[src/rtl/mips_mc_control.sv]
// Main control FSM for the multicycle MIPS datapath: opcode-driven sequencing of
// datapath enables/selects, with a ready handshake and watchdog on memory accesses.
module mips_mc_control #(
  parameter int unsigned TIMEOUT = 16,
  parameter int unsigned CNT_W   = 5
) (
  input  logic       clk,
  input  logic       reset,
  input  logic [5:0] opcode,
  input  logic       zero,
  input  logic       mem_ready,
  output logic       PCWrite,
  output logic       PCWriteCond,
  output logic       IorD,
  output logic       MemRead,
  output logic       MemWrite,
  output logic       IRWrite,
  output logic       MemtoReg,
  output logic       RegDst,
  output logic       RegWrite,
  output logic       ALUSrcA,
  output logic [1:0] ALUSrcB,
  output logic [1:0] ULAOp,
  output logic [1:0] PCSource,
  output logic       halted,
  output logic       bus_error,
  output logic [3:0] state
);

  typedef enum logic [3:0] {
    S_RST     = 4'd0,
    S_FETCH   = 4'd1,
    S_DECODE  = 4'd2,
    S_MEMADDR = 4'd3,
    S_MEMRD   = 4'd4,
    S_MEMWB   = 4'd5,
    S_MEMWR   = 4'd6,
    S_REX     = 4'd7,
    S_RWB     = 4'd8,
    S_BRANCH  = 4'd9,
    S_JUMP    = 4'd10,
    S_IEX     = 4'd11,
    S_IWB     = 4'd12,
    S_HALT    = 4'd15
  } state_t;

  // Counter value at which one more idle cycle completes TIMEOUT wait cycles.
  localparam logic [CNT_W-1:0] WAIT_LAST = CNT_W'(TIMEOUT - 1);

  state_t           state_q, state_d;
  logic [CNT_W-1:0] wait_cnt_q, wait_cnt_d;
  logic             bus_error_q, bus_error_d;
  logic             wait_state;
  logic             timeout_hit;

  // The zero flag only qualifies PCWriteCond inside the datapath.
  logic unused_zero;
  assign unused_zero = zero;

  always_comb begin
    state_d     = state_q;
    bus_error_d = bus_error_q;
    wait_cnt_d  = '0;
    wait_state  = (state_q == S_FETCH) || (state_q == S_MEMRD) || (state_q == S_MEMWR);
    timeout_hit = (TIMEOUT != 0) && wait_state && !mem_ready && (wait_cnt_q == WAIT_LAST);

    case (state_q)
      S_RST:     state_d = S_FETCH;
      S_FETCH:   if (mem_ready) state_d = S_DECODE;
      S_DECODE: begin
        case (opcode)
          6'h00:        state_d = S_REX;
          6'h23, 6'h2B: state_d = S_MEMADDR;
          6'h04:        state_d = S_BRANCH;
          6'h02:        state_d = S_JUMP;
          6'h08:        state_d = S_IEX;
          default:      state_d = S_HALT;
        endcase
      end
      S_MEMADDR: state_d = (opcode == 6'h23) ? S_MEMRD : S_MEMWR;
      S_MEMRD:   if (mem_ready) state_d = S_MEMWB;
      S_MEMWB:   state_d = S_FETCH;
      S_MEMWR:   if (mem_ready) state_d = S_FETCH;
      S_REX:     state_d = S_RWB;
      S_RWB:     state_d = S_FETCH;
      S_BRANCH:  state_d = S_FETCH;
      S_JUMP:    state_d = S_FETCH;
      S_IEX:     state_d = S_IWB;
      S_IWB:     state_d = S_FETCH;
      S_HALT:    state_d = S_HALT;
      default:   state_d = S_HALT;
    endcase

    // A ready on the final permitted cycle takes the normal path above.
    if (timeout_hit) begin
      state_d     = S_HALT;
      bus_error_d = 1'b1;
    end

    // Counter only survives while parked in a wait state; any transition clears it.
    if (wait_state && !mem_ready && !timeout_hit) begin
      wait_cnt_d = wait_cnt_q + 1'b1;
    end
  end

  always_ff @(posedge clk or negedge reset) begin
    if (!reset) begin
      state_q     <= S_RST;
      wait_cnt_q  <= '0;
      bus_error_q <= 1'b0;
    end else begin
      state_q     <= state_d;
      wait_cnt_q  <= wait_cnt_d;
      bus_error_q <= bus_error_d;
    end
  end

  // Moore decode straight off the state register, so reset clears every enable at once.
  always_comb begin
    PCWrite     = 1'b0;
    PCWriteCond = 1'b0;
    IorD        = 1'b0;
    MemRead     = 1'b0;
    MemWrite    = 1'b0;
    IRWrite     = 1'b0;
    MemtoReg    = 1'b0;
    RegDst      = 1'b0;
    RegWrite    = 1'b0;
    ALUSrcA     = 1'b0;
    ALUSrcB     = 2'b00;
    ULAOp       = 2'b00;
    PCSource    = 2'b00;
    halted      = 1'b0;
    case (state_q)
      S_FETCH: begin
        MemRead = 1'b1;
        ALUSrcB = 2'b01;
        IRWrite = mem_ready;
        PCWrite = mem_ready;
      end
      S_DECODE:  ALUSrcB = 2'b11;
      S_MEMADDR: begin
        ALUSrcA = 1'b1;
        ALUSrcB = 2'b10;
      end
      S_MEMRD: begin
        MemRead = 1'b1;
        IorD    = 1'b1;
      end
      S_MEMWB: begin
        RegWrite = 1'b1;
        MemtoReg = 1'b1;
      end
      S_MEMWR: begin
        MemWrite = 1'b1;
        IorD     = 1'b1;
      end
      S_REX: begin
        ALUSrcA = 1'b1;
        ULAOp   = 2'b10;
      end
      S_RWB: begin
        RegWrite = 1'b1;
        RegDst   = 1'b1;
      end
      S_BRANCH: begin
        ALUSrcA     = 1'b1;
        ULAOp       = 2'b01;
        PCWriteCond = 1'b1;
        PCSource    = 2'b01;
      end
      S_JUMP: begin
        PCWrite  = 1'b1;
        PCSource = 2'b10;
      end
      S_IEX: begin
        ALUSrcA = 1'b1;
        ALUSrcB = 2'b10;
      end
      S_IWB:   RegWrite = 1'b1;
      S_HALT:  halted = 1'b1;
      default: ;
    endcase
  end

  assign bus_error = bus_error_q;
  assign state     = state_q;

endmodule

[config.mk]
export PLATFORM = sky130hd
export DESIGN_NAME = mips_mc_control
export DESIGN_NICKNAME = d
export VERILOG_FILES = /design/src/rtl/mips_mc_control.sv
export SDC_FILE = /design/constraint.sdc
export NUM_CORES = 1
export LEC_CHECK = 0
export BUFFER_PORTS_ARGS = -buffer_cell sky130_fd_sc_hd__buf_2
export CORE_MARGIN = 4
export CORE_UTILIZATION = 47
export DETAILED_ROUTE_END_ITERATION = 7
export PLACE_DENSITY = 0.78
export SLEW_MARGIN = 20
export SYNTH_ARGS = -nofsm -noshare
export SYNTH_HDL_FRONTEND = slang
export SYNTH_SLANG_ARGS = --single-unit
[constraint.sdc]
create_clock -name clk -period 2.1 [get_ports clk]
set_input_delay 0.42 -clock clk [delete_from_list [all_inputs] [get_ports clk]]
set_output_delay 0.42 -clock clk [all_outputs]
set_load 0.01 [all_outputs]
* After elaboration in Yosys (flattened, before gate mapping)
Index checks and enable logic that the tools add are counted.
Storage, ports and cells: output and inout port bits 22, logic and storage cells 65, bits in registers 10
Operators by class: add/sub/neg operators 1, reductions and logical operators 17, eq/ne operators 22, mux-type cells 22
Operators by type and width (count):
- one-hot mux 4 bit (8 select lines) | 1
- equality test 4 bit (second input constant) | 6
- one-hot mux 4 bit (5 select lines) | 1
- equality test 4 x 3 -> 1 bit (second input constant) | 4
- 2-to-1 mux 4 bit | 4
- equality test 6 bit (second input constant) | 2
- 2-to-1 mux 1 bit | 10
- inequality test 3 bit (second input constant) | 3
- equality test 4 x 2 -> 1 bit (second input constant) | 2
- one-hot mux 2 bit (2 select lines) | 2
- OR reduction 2 bit | 4
- equality test 6 x 2 -> 1 bit (second input constant) | 1
- equality test 6 x 3 -> 1 bit (second input constant) | 1
- equality test 6 x 4 -> 1 bit (second input constant) | 1
- zero test 6 bit | 1
- one-hot mux 2 bit (3 select lines) | 1
- OR reduction 6 bit | 1
- adder 5 x 1 -> 5 bit (second input constant) | 1
- equality test 5 x 4 -> 1 bit (second input constant) | 1
- 2-to-1 mux 5 bit | 1
- equality test 4 x 1 -> 1 bit (second input constant) | 1
- zero test 4 bit | 1
- OR reduction 4 bit | 1
- logical AND 1 bit | 3
- 6 further kinds | 8

* Depth between registers and ports, before layout
Gate-level depths: netlist of run 1.
depth after elaboration 8, mapped depth 6, mapped depth without buffers 5

* Worst setup path before layout of run 1
No wires, ideal clock.
path type register to output, from reg state_q[0] (netlist: state[0]), to out PCSource[0], slack 0.269 ns, buffers on the path 3, arrival time 1.411 ns, data required time 1.680 ns, cell stages (with the launch flop) 6, cell sequence dfrtp_1 -> buf_6 -> clkbuf_1 -> nand2_1 -> nor2_1 -> buf_4
On the way: longest elaborated chain between the ends 2
Ends and longest elaborated chain:
- start, declared | line 50 | state_t state_q, state_d;
- start signal, assigned | line 112 | state_q <= state_d;
- equality test 4 bit | line 134 | case (state_q)
- one-hot mux 2 bit (2 select lines) * | line 134
- end, declared | line 24 | output logic [1:0] PCSource,
Every way passes the cells marked *; elsewhere a longest branch is shown, timed or not.

* Final worst setup path of run 1
from reg state_q[2] (netlist: state[2]), to out PCWrite
On the way: longest elaborated chain between the ends 2
Ends and longest elaborated chain:
- equality test 4 bit / equality test 4 x 1 -> 1 bit (equally long branches) | line 134
- one-hot mux 1 bit (2 select lines) * | line 134
- end, declared | line 12 | output logic PCWrite,
Marks and branches as above.

==> results of run 1 <==
## routing by layer
layer / vias to the layer above / share of wire / routed length [um]
li1: 411 / - / -
met1: 381 / 0.43 / 807
met2: 34 / 0.49 / 908
met3: 2 / 0.064 / 120
met4: 0 / 0.015 / 28
met5: - / 0 / 0
## per-stage QoR
step,cell area [um2],util,instances,hold WS [ns]
6_report,965,0.619,142,0.460
3_3_place_gp,917,0.588,137,0.283
5_1_grt,965,0.619,142,0.488
3_5_place_dp,917,0.588,137,0.290
2_1_floorplan,793,-,98,0.124
4_1_cts,963,0.618,142,0.469
## power by group through the flow
stage	logic, mW	registers [mW]	clock network [mW]
after floorplan	0.00657	0.196	0
after global placement	0.0224	0.196	0
after detailed placement	0.0236	0.196	0
after CTS	0.0250	0.192	0.179
after global routing	0.0276	0.192	0.198
final	0.0249	0.192	0.177
## repair_timing
item,4_1_cts,5_1_grt
resized for setup,0,1
endpoints found under the hold margin,9,0
hold buffers,1,0
endpoints found under the setup margin,0,5
## layout make-up
class                      count  area [um2]  share of cell area
multi-input combinational     75         470               0.488
sequential                    10         251               0.261
timing repair buffer          32         168               0.174
clock buffer                   4        36.3              0.0376
tap                           16        20.0              0.0208
inverter                       5        18.8              0.0195
## Yosys cell counts (2+ instances only)
| master | instances | area, um2 |
|---|---|---|
| o211ai_1 | 2 | 15.0 |
| nand2b_1 | 4 | 25.0 |
| ha_1 | 2 | 25.0 |
| o21ai_0 | 2 | 10.0 |
| nand3_1 | 3 | 15.0 |
| a21oi_1 | 3 | 15.0 |
| nor4b_1 | 2 | 17.5 |
| nor2_1 | 17 | 63.8 |
| buf_4 | 2 | 15.0 |
| dfrtp_1 | 10 | 250 |
| clkbuf_1 | 3 | 11.3 |
| inv_1 | 5 | 18.8 |
| nor4_1 | 3 | 18.8 |
| a21boi_0 | 2 | 15.0 |
| nand2_1 | 5 | 18.8 |
| nor3_1 | 6 | 30.0 |
| xnor2_1 | 2 | 17.5 |
| buf_6 | 2 | 22.5 |
| and3_1 | 2 | 12.5 |
| o211a_1 | 2 | 20.0 |
## flip-flops by register name (all words and copies together) (netlist names)
signal      count
wait_cnt_q      5
state           4
bus_error       1
## worst max path at each step
stage	from	end	slack (ns)	depth (start not counted)
6_report	state[2]$_DFFE_PN0P_	PCWrite	0.13	4
5_1_grt	state[2]$_DFFE_PN0P_	PCWrite	0.02	4
4_1_cts	state[0]$_DFFE_PN0P_	ULAOp[0]	0.08	3
3_5_place_dp	state[0]$_DFFE_PN0P_	state[2]$_DFFE_PN0P_	0.34	4
3_3_place_gp	state[0]$_DFFE_PN0P_	state[2]$_DFFE_PN0P_	0.39	4
2_1_floorplan	state[0]$_DFFE_PN0P_	PCSource[0]	0.27	5
## cell families after synthesis
family	after synthesis
AOI/OAI and AO/OA	22
and+or+nand+nor	48
buffers and inverters	13
xor gates and xnor gates	3
DFF	10
adders and majority gates	2
## critical path: stages, from the launching register on
cell and delay, ns:
dfrtp_1 0.54, nor2_1 0.32, nand2_1 0.14, o22ai_1 0.14, buf_2 0.15
==> flow_metrics.env, run 1 <==
export IMPL_outcome="finished, final reports clean"
export IMPL_synth_async_sr_flop_share=1.00
export IMPL_finalMaxSlewViolations=0
export IMPL_rows=14
export IMPL_synth_compound_gate_area_share=0.211
export IMPL_ff2ff_setup_slack_ns=0.41
export IMPL_initialDrtViolationCount=24
export IMPL_swShare=0.219
export IMPL_routed_via_density=5.83
export IMPL_hold_path_class="register to register"
export IMPL_start_util=0.509
export IMPL_worst_case_reg_to_reg_path_depth=5
export IMPL_floorplan_core_area_um2=1560
export IMPL_timing_critical_path_to_type="primary output"
export IMPL_cts_buffers_inserted=3
export IMPL_post_drt_wl_per_cell_um=13.1
export IMPL_maxCapViolCount=0
export IMPL_finalClockSkew_ns=0.00133
export IMPL_nets=139
export IMPL_met1_usage=0.195
export IMPL_hpwl_mm=1.42
export IMPL_worstPathRequired_ns=1.68
export IMPL_number_of_antenna_violations_at_the_first_check_in_global_routing=0
export IMPL_pre_cts_slack_ns=0.342
export IMPL_fmax_mhz=507
export IMPL_cell_internal_pwr_mw=0.308
export IMPL_postSynthNetCount=110
export IMPL_grt_pass1_vias=713
export IMPL_syn_avg_cell_area_um2=8.09
export IMPL_vias=828
export IMPL_max_slew_margin_rel=0.695
export IMPL_cp_start_kind="register"
export IMPL_combinational_family_with_the_most_area_after_synthesis="simple AND/OR/NAND/NOR gates"
export IMPL_setup_slack_ns=0.126
export IMPL_synth_adder_area_share=0.0315
export IMPL_yosys_warnings=0
export IMPL_timing_final_hold_violations=0
export IMPL_die_x_um=49.1
export IMPL_grt_max_degree=22
export IMPL_critical_path_reg2reg_endpoint="state[2]$_DFFE_PN0P_"
export IMPL_post_route_drc_count=0
export IMPL_final_period_utilization=0.940
export IMPL_syn_instance_count=98
export IMPL_worst_endpoint_arrival_ns=1.55
export IMPL_floorplan_die_height_um=49.1
export IMPL_clock_tree_from_tritoncts="built"
export IMPL_ctsRootBufferMaster="clkbuf_4"
export IMPL_fin_total_pwr_mw=0.394
export IMPL_ant_nets=0
export IMPL_yosys_mux_area_fraction=0
export IMPL_postCtsSetupBuffers=0
export IMPL_total_switching_power_mw=0.0863
export IMPL_synth_ff_type="dfrtp_1"
export IMPL_dr_pass1_iters=4
export IMPL_holdPathEnd="bus_error$_DFFE_PN0P_"
export IMPL_globalplace_congestion=0.775
export IMPL_area_share_of_and_or_nand_nor_cells_after_synthesis=0.317
export IMPL_synth_distinct_cells=39
export IMPL_global_route_usage_met2=0.266
export IMPL_synth_edf_count=0
export IMPL_worst_pin_slew_ns=0.453
export IMPL_power_per_cell_area_nw_per_um2=409
export IMPL_number_of_buffers_on_the_longest_clock_path=2
export IMPL_syn_cell_area_um2=793
export IMPL_drt_wl_total_mm=1.87
export IMPL_fillerInstances=144
export IMPL_total_die_area_um2=2410
export IMPL_synth_xor_xnor_area_share=0.0331
export IMPL_ir_worst_vdd_mv=0.264
export IMPL_grt_setup_unrepaired="no"
export IMPL_setup_viol_count_final=0
export IMPL_synth_seq_area_share=0.315
export IMPL_crit_fanout=14
export IMPL_p_clk_frac=0.449
export IMPL_hp_start="bus_error$_DFFE_PN0P_"
export IMPL_pwr_share_seq=0.488
export IMPL_leakage_power_summed_over_all_cells_nw=0.477
export IMPL_timing_setup_critical_path_class="register to primary output"
export IMPL_clock_pin_slew_reported_for_the_worst_setup_and_hold_paths_after_clock_tree_synthesis_ns=0.07
export IMPL_grt_ovfl_total=0
export IMPL_groute_layer_met3_usage=0.0428
export IMPL_flow_area_growth_from_synthesis_pct=21.6
export IMPL_ys_seq_elements=10
export IMPL_groute_usage_overall=0.164
export IMPL_clkLatencyLatePin_ns=0.27
export IMPL_first_pass_grt_wire_length_mm=3.08
export IMPL_share_of_post_route_cells_with_drive_strength_above_1=0.317
export IMPL_clock_sinks=10
export IMPL_htreeDepth=1
export IMPL_leading_cell_type_in_the_layout_fill_and_taps_excluded="buf_2"
export IMPL_layout_cells_most_common_list="buf_2 (30), nor2_1 (17), dfrtp_1 (9)"
export IMPL_fin_setup_tns_ns=0
export IMPL_antenna_cells=0
export IMPL_combinationalPowerShare=0.063
export IMPL_worst_hold_path_num_cells=1
export IMPL_portBuffers=30
export IMPL_most_utilized_layer_in_the_global_route_result="met2"
export IMPL_min_tclk_post_route_ns=1.97
export IMPL_io_pin_count=32
export IMPL_launch_point_of_the_worst_reg_to_reg_path="wait_cnt_q[0]$_DFF_PN0_"
(Power assumes the default switching activity.)
==> run 2, diff against run 1 <==
--- a/config.mk
+++ b/config.mk
@@ -5,10 +5,12 @@
 export SDC_FILE = /design/constraint.sdc
 export NUM_CORES = 1
 export LEC_CHECK = 0
+export ABC_AREA = 1
 export BUFFER_PORTS_ARGS = -buffer_cell sky130_fd_sc_hd__buf_2
 export CORE_MARGIN = 4
 export CORE_UTILIZATION = 47
 export DETAILED_ROUTE_END_ITERATION = 7
+export MAX_ROUTING_LAYER = met4
 export PLACE_DENSITY = 0.78
 export SLEW_MARGIN = 20
 export SYNTH_ARGS = -nofsm -noshare
==> run 2 against run 1 <==
Synthesized cell count is 20% higher. Worst setup slack better by 0.21 ns. Total power grew to 3.2 times the previous value. Largest power group is now combinational logic.
==> flow_metrics.env, run 2 <==
export IMPL_synth_largest_area_cell="dfrtp_1"
export IMPL_floorplan_die_height_um=49.4
export IMPL_globalplace_congestion=0.850
export IMPL_setup_viol_count_final=0
export IMPL_drt_wl_total_mm=1.72
export IMPL_leading_cell_type_in_the_layout_fill_and_taps_excluded="buf_2"
export IMPL_finalMaxSlewViolations=0
export IMPL_regMostFlops="wait_cnt_q"
export IMPL_synth_seq_area_share=0.310
export IMPL_total_die_area_um2=2440
export IMPL_groute_usage_overall=0.160
export IMPL_initialDrtViolationCount=8
export IMPL_clock_pin_slew_reported_for_the_worst_setup_and_hold_paths_after_clock_tree_synthesis_ns=0.07
export IMPL_synth_edf_count=0
export IMPL_number_of_buffers_on_the_longest_clock_path=2
export IMPL_post_route_drc_count=0
export IMPL_synth_ff_type="dfrtp_1"
export IMPL_portBuffers=30
export IMPL_postCtsResizedCells=0
export IMPL_flow_area_growth_from_synthesis_pct=23.7
export IMPL_post_route_util=0.640
export IMPL_clock_tree_from_tritoncts="built"
export IMPL_ant_nets=0
export IMPL_critical_path_most_common_cell="inv_1"
export IMPL_die_x_um=49.4
export IMPL_min_tclk_post_route_ns=1.77
export IMPL_clock_sinks=10
export IMPL_rows=14
export IMPL_largest_reg_flops=5
export IMPL_postSynthNetCount=130
export IMPL_final_period_utilization=0.842
export IMPL_synth_async_sr_flop_share=1.00
export IMPL_hpwl_mm=1.43
export IMPL_clkLatencyLatePin_ns=0.26
export IMPL_share_of_post_route_cells_with_drive_strength_above_1=0.380
export IMPL_finalClockSkew_ns=0.00270
export IMPL_nets=163
export IMPL_timing_critical_path_to_type="primary output"
export IMPL_grt_max_degree=11
export IMPL_cts_buffers_inserted=3
export IMPL_post_drt_wl_per_cell_um=10.4
export IMPL_syn_cell_area_um2=807
export IMPL_floorplan_core_area_um2=1560
export IMPL_cp_start_kind="register"
export IMPL_timing_critical_path_buf_inv=3
export IMPL_number_of_antenna_violations_at_the_first_check_in_global_routing=0
export IMPL_cts_hold_buf=0
export IMPL_crit_path_top_delay_cell="dfrtp_1"
export IMPL_max_slew_margin_rel=0.842
export IMPL_grt_setup_unrepaired="no"
export IMPL_vias=824
export IMPL_grt_ovfl_total=0
export IMPL_ys_seq_elements=10
export IMPL_grt_pass1_vias=786
export IMPL_fin_total_pwr_mw=1.27
export IMPL_setup_slack_ns=0.333
export IMPL_start_util=0.518
export IMPL_fin_setup_tns_ns=0
export IMPL_ctsRootBufferMaster="clkbuf_4"
export IMPL_worst_pin_slew_ns=0.237
export IMPL_leakage_power_summed_over_all_cells_nw=0.600
export IMPL_synth_common_cells="nor2_1 (20), inv_1 (19), nand2_1 (18)"
export IMPL_post_synth_main_area_contributors="dfrtp_1 (31%), nor2_1 (9.3%), inv_1 (8.8%)"
export IMPL_maxCapViolCount=0
export IMPL_ir_worst_vdd_mv=0.712
export IMPL_timing_final_hold_violations=0
export IMPL_timing_setup_critical_path_class="register to primary output"
export IMPL_first_pass_grt_wire_length_mm=3.09
export IMPL_cp_cell_sequence="inv_1 -> nor2_1 -> inv_1 -> o22ai_1 -> buf_2"
export IMPL_layout_cells_most_common_list="buf_2 (30), nor2_1 (20), inv_1 (19)"
export IMPL_critPathMaxStageDelay_ns=0.47
export IMPL_crit_fanout=6
export IMPL_io_pin_count=32
export IMPL_yosys_warnings=0
export IMPL_dr_pass1_iters=4
export IMPL_syn_avg_cell_area_um2=6.84
export IMPL_worst_path_dominant_cell_family="flip-flops"
export IMPL_postCtsSetupBuffers=0
export IMPL_hold_path_class="input pin to asynchronous set/reset pin"
export IMPL_syn_instance_count=118
export IMPL_worst_endpoint_arrival_ns=1.35
export IMPL_worstPathRequired_ns=1.68
export IMPL_pre_cts_slack_ns=0.525
export IMPL_yosysTopAreaCellShare=0.310
export IMPL_power_per_cell_area_nw_per_um2=1270
export IMPL_routed_via_density=4.96
export IMPL_antenna_cells=0
export IMPL_synth_distinct_cells=24
export IMPL_fmax_mhz=566
export IMPL_htreeDepth=1
export IMPL_outcome="finished, final reports clean"
export IMPL_synth_most_common_cell="nor2_1"
-- run 2: worst paths after layout --
kind	end	startpoint	cells past startpoint	slack (ns)
worst max-delay path	PCWrite	state[3]$_DFFE_PN0P_	5	0.33
worst min-delay path	state[1]$_DFFE_PN0P_	reset	1	0.005
worst max register to register	state[0]$_DFFE_PN0P_	wait_cnt_q[0]$_DFF_PN0_	7	0.53
worst min register to register	bus_error$_DFFE_PN0P_	bus_error$_DFFE_PN0P_	2	0.48
max in group asynchronous	wait_cnt_q[4]$_DFF_PN0_	reset	1	1.91
min in group clk	bus_error$_DFFE_PN0P_	bus_error$_DFFE_PN0P_	2	0.48
-- run 2: layer usage --
layer / vias to the layer above / share of wire / routed length (um) / global-route usage
li1: 433 / - / - / -
met1: 349 / 0.40 / 685 / 0.176
met2: 37 / 0.49 / 853 / 0.270
met3: 5 / 0.092 / 158 / 0.0336
met4: 0 / 0.016 / 28 / 0.0829
met5: - / 0 / 0 / -
-- run 2: worst reg2reg max path, stage by stage, from the launching register on --
cell and delay, ns:
dfrtp_1 0.41, ha_1 0.26, and3_1 0.19, ha_1 0.25, nor2_8 0.16, inv_4 0.07
nor2_2 0.07, a21oi_1 0.04
-- run 2: cells by family (layout without fill, tap and decap cells) --
family | after synthesis | after routing | share of synthesized area
buf+inv | 25 | 57 | 0.129
flops | 10 | 10 | 0.310
simple gates | 70 | 70 | 0.442
fa+ha+maj | 2 | 2 | 0.0310
xor+xnor | 1 | 1 | 0.0109
compound gates | 10 | 10 | 0.0775
-- run 2: area by class of cell --
cell class	count	area (um2)
Fill cell	148	561
Multi-Input combinational cell	83	453
Sequential cell	10	250
Timing Repair Buffer	30	150
Inverter	23	88.8
Clock buffer	4	36.3
Tap cell	16	20.0
-- run 2: per-stage QoR --
step                std cells  hold slack, ns  area, um2
finish                    166         0.00479        998
global route              166          0.0109        998
CTS                       166         0.00612        998
detailed placement        162           0.292        962
global placement          162           0.287        962
floorplan                 118           0.124        807
-- run 2: power by group --
group          total (mW)  internal [mW]  switching, mW
combinational       0.798          0.285          0.513
clock               0.170          0.105         0.0652
sequential          0.301          0.241         0.0601
==> run 3, diff against run 2 <==
--- a/config.mk
+++ b/config.mk
@@ -8,10 +8,10 @@
 export ABC_AREA = 1
 export BUFFER_PORTS_ARGS = -buffer_cell sky130_fd_sc_hd__buf_2
 export CORE_MARGIN = 4
-export CORE_UTILIZATION = 47
+export CORE_UTILIZATION = 42
 export DETAILED_ROUTE_END_ITERATION = 7
 export MAX_ROUTING_LAYER = met4
-export PLACE_DENSITY = 0.78
+export PLACE_DENSITY = 0.73
 export SLEW_MARGIN = 20
 export SYNTH_ARGS = -nofsm -noshare
 export SYNTH_HDL_FRONTEND = slang
==> constraint.sdc (replaced) <==
create_clock -name clk -period 1.5 [get_ports clk]
set_input_delay 0.3 -clock clk [delete_from_list [all_inputs] [get_ports clk]]
set_output_delay 0.3 -clock clk [all_outputs]
set_load 0.01 [all_outputs]
==> run 3 against run 2 <==
The flow now finishes with violations (setup timing). Sequential share of layout area is 4.4 points lower. Design area up 23%. Via count up 17%. Clock skew down 0.0021 ns. Flip-flop and latch count is the same. Register-to-register slack worse by 0.54 ns. Worst setup slack worse by 0.45 ns. Largest power group unchanged.
==> flow_metrics.env, run 3 (same netlist as run 2, synthesis figures left out) <==
export IMPL_outcome="finished, violations left"
export IMPL_violations="setup timing"
export IMPL_groute_usage_overall=0.184
export IMPL_fmax_mhz=618
export IMPL_setup_slack_ns=-0.118
export IMPL_p_clk_frac=0.073
export IMPL_rows=15
export IMPL_worst_case_reg_to_reg_path_depth=8
export IMPL_hpwl_mm=1.51
export IMPL_cell_internal_pwr_mw=1.17
export IMPL_layout_cells_most_common_list="buf_2 (29), nand2_1 (16), buf_4 (15)"
export IMPL_antenna_cells=0
export IMPL_finalClockSkew_ns=0.000597
export IMPL_timing_final_hold_violations=0
export IMPL_hold_ws_ns=0.431
export IMPL_clock_pin_slew_reported_for_the_worst_setup_and_hold_paths_after_clock_tree_synthesis_ns=0.06
export IMPL_drt_wl_total_mm=2.46
export IMPL_cts_buffers_inserted=3
export IMPL_globalplace_congestion=0.852
export IMPL_largest_reg_flops=5
export IMPL_launch_point_of_the_worst_reg_to_reg_path="state[3]$_DFFE_PN0P_"
export IMPL_swShare=0.506
export IMPL_worst_pin_slew_ns=0.258
export IMPL_grt_pass1_vias=912
export IMPL_hold_path_class="input pin to asynchronous set/reset pin"
export IMPL_crit_fanout=5
export IMPL_max_slew_margin_rel=0.827
export IMPL_fin_total_pwr_mw=2.36
export IMPL_nets=180
export IMPL_final_standard_cell_area_without_fillers_um2=1230
export IMPL_fin_setup_tns_ns=-0.826
export IMPL_ant_nets=0
export IMPL_htreeDepth=1
export IMPL_portBuffers=30
export IMPL_maxCapViolCount=0
export IMPL_clkLatencyLatePin_ns=0.25
export IMPL_vias=963
export IMPL_dr_pass1_iters=4
export IMPL_ff2ff_setup_slack_ns=-0.01
export IMPL_post_route_drc_count=0
export IMPL_number_of_antenna_violations_at_the_first_check_in_global_routing=0
export IMPL_finalMaxSlewViolations=0
export IMPL_initialDrtViolationCount=16
export IMPL_routed_via_density=5.04
export IMPL_clock_sinks=10
export IMPL_ir_worst_vdd_mv=0.828
export IMPL_combinationalPowerShare=0.731
export IMPL_number_of_buffers_on_the_longest_clock_path=2
export IMPL_share_of_post_route_cells_with_drive_strength_above_1=0.560
export IMPL_timing_setup_critical_path_class="register to primary output"
export IMPL_grt_ovfl_total=0
export IMPL_critical_path_reg2reg_endpoint="state[2]$_DFFE_PN0P_"
export IMPL_floorplan_die_height_um=51.8
export IMPL_io_pin_count=32
export IMPL_timing_critical_path_to_type="primary output"
export IMPL_first_pass_grt_wire_length_mm=3.62
export IMPL_power_per_cell_area_nw_per_um2=1920
export IMPL_ctsRootBufferMaster="clkbuf_4"
export IMPL_leading_cell_type_in_the_layout_fill_and_taps_excluded="buf_2"
export IMPL_start_point_of_the_critical_path="state[2]$_DFFE_PN0P_"
export IMPL_postPlaceCellArea_um2=991
export IMPL_clock_tree_from_tritoncts="built"
export IMPL_floorplan_core_area_um2=1760
export IMPL_die_x_um=51.8
export IMPL_flow_area_growth_from_synthesis_pct=52.6
export IMPL_grt_setup_unrepaired="yes"
export IMPL_final_period_utilization=1.08
export IMPL_total_switching_power_mw=1.19
export IMPL_post_drt_wl_per_cell_um=12.9
export IMPL_min_tclk_post_route_ns=1.62
export IMPL_worstSetupEndpoint="RegWrite"
export IMPL_pwr_share_seq=0.196
export IMPL_total_die_area_um2=2690
export IMPL_worstPathRequired_ns=1.20
export IMPL_grt_max_degree=11
export IMPL_leakage_power_summed_over_all_cells_nw=0.684
export IMPL_setup_viol_count_final=16
export IMPL_cp_start_kind="register"
export IMPL_regMostFlops="wait_cnt_q"
export IMPL_worst_endpoint_arrival_ns=1.32
export IMPL_start_util=0.457
[run 3: changes by cell type in the layout (fill, tap and decap cells not counted), moves of 3 or more]
cell and change:
buf_4 +15, dfrtp_1 -3, inv_4 +3, nor2_1 -6, dfrtp_2 +3, nor2_4 +6
inv_1 -6
[run 3: cell type report]
cell class	count	area (um2)
Timing Repair Buffer	47	290
Tap cell	25	31.3
Fill cell	149	533
Sequential cell	10	254
Clock buffer	3	22.5
Inverter	23	101
Multi-Input combinational cell	83	532
[run 3: power groups by stage]
stage	Sequential (mW)	Combinational, mW	Clock, mW
detailed placement	0.421	1.14	0
finish	0.463	1.72	0.173
floorplan	0.437	0.785	0
global placement	0.418	1.14	0
CTS	0.451	1.41	0.183
global route	0.468	1.87	0.196
[run 3: what timing repair did]
| action | in CTS | in global routing |
|---|---|---|
| setup endpoints to repair | 15 | 18 |
| buffers inserted | 9 | 5 |
| gates resized for setup | 19 | 18 |
| gates cloned | 0 | 0 |
| pin swaps | 6 | 6 |
| hold buffers | 1 | 0 |
| hold endpoints to repair | 10 | 0 |
[run 3: worst min path at each step]
stage	startpoint	to	cells after the start
finish	reset	state[0]$_DFFE_PN0P_	2
CTS	reset	bus_error$_DFFE_PN0P_	2
global placement	reset	bus_error$_DFFE_PN0P_	1
floorplan	reset	bus_error$_DFFE_PN0P_	0
detailed placement	reset	bus_error$_DFFE_PN0P_	1
global route	reset	state[1]$_DFFE_PN0P_	2
[run 3: stage by stage]
stage / instances / util / worst slack, ns
after floorplan: 118 / - / 0.0310
after global placement: 173 / 0.562 / 0.0874
after detailed placement: 173 / 0.562 / 0.0573
after CTS: 186 / 0.640 / -0.0464
after global routing: 191 / 0.698 / -0.165
final: 191 / 0.698 / -0.118
[run 3: critical path, cell delays in order (launching register included)]
cell and delay, ns:
dfrtp_2 0.48, inv_4 0.06, nor2_4 0.15, inv_2 0.09, o22ai_2 0.12, buf_2 0.16
[run 3: layer usage]
metal	global-route usage	up-vias	part of all wire
met5	-	-	0
met4	0.0961	0	0.023
met3	0.0172	10	0.061
met2	0.360	40	0.52
met1	0.173	445	0.39
li1	-	468	-
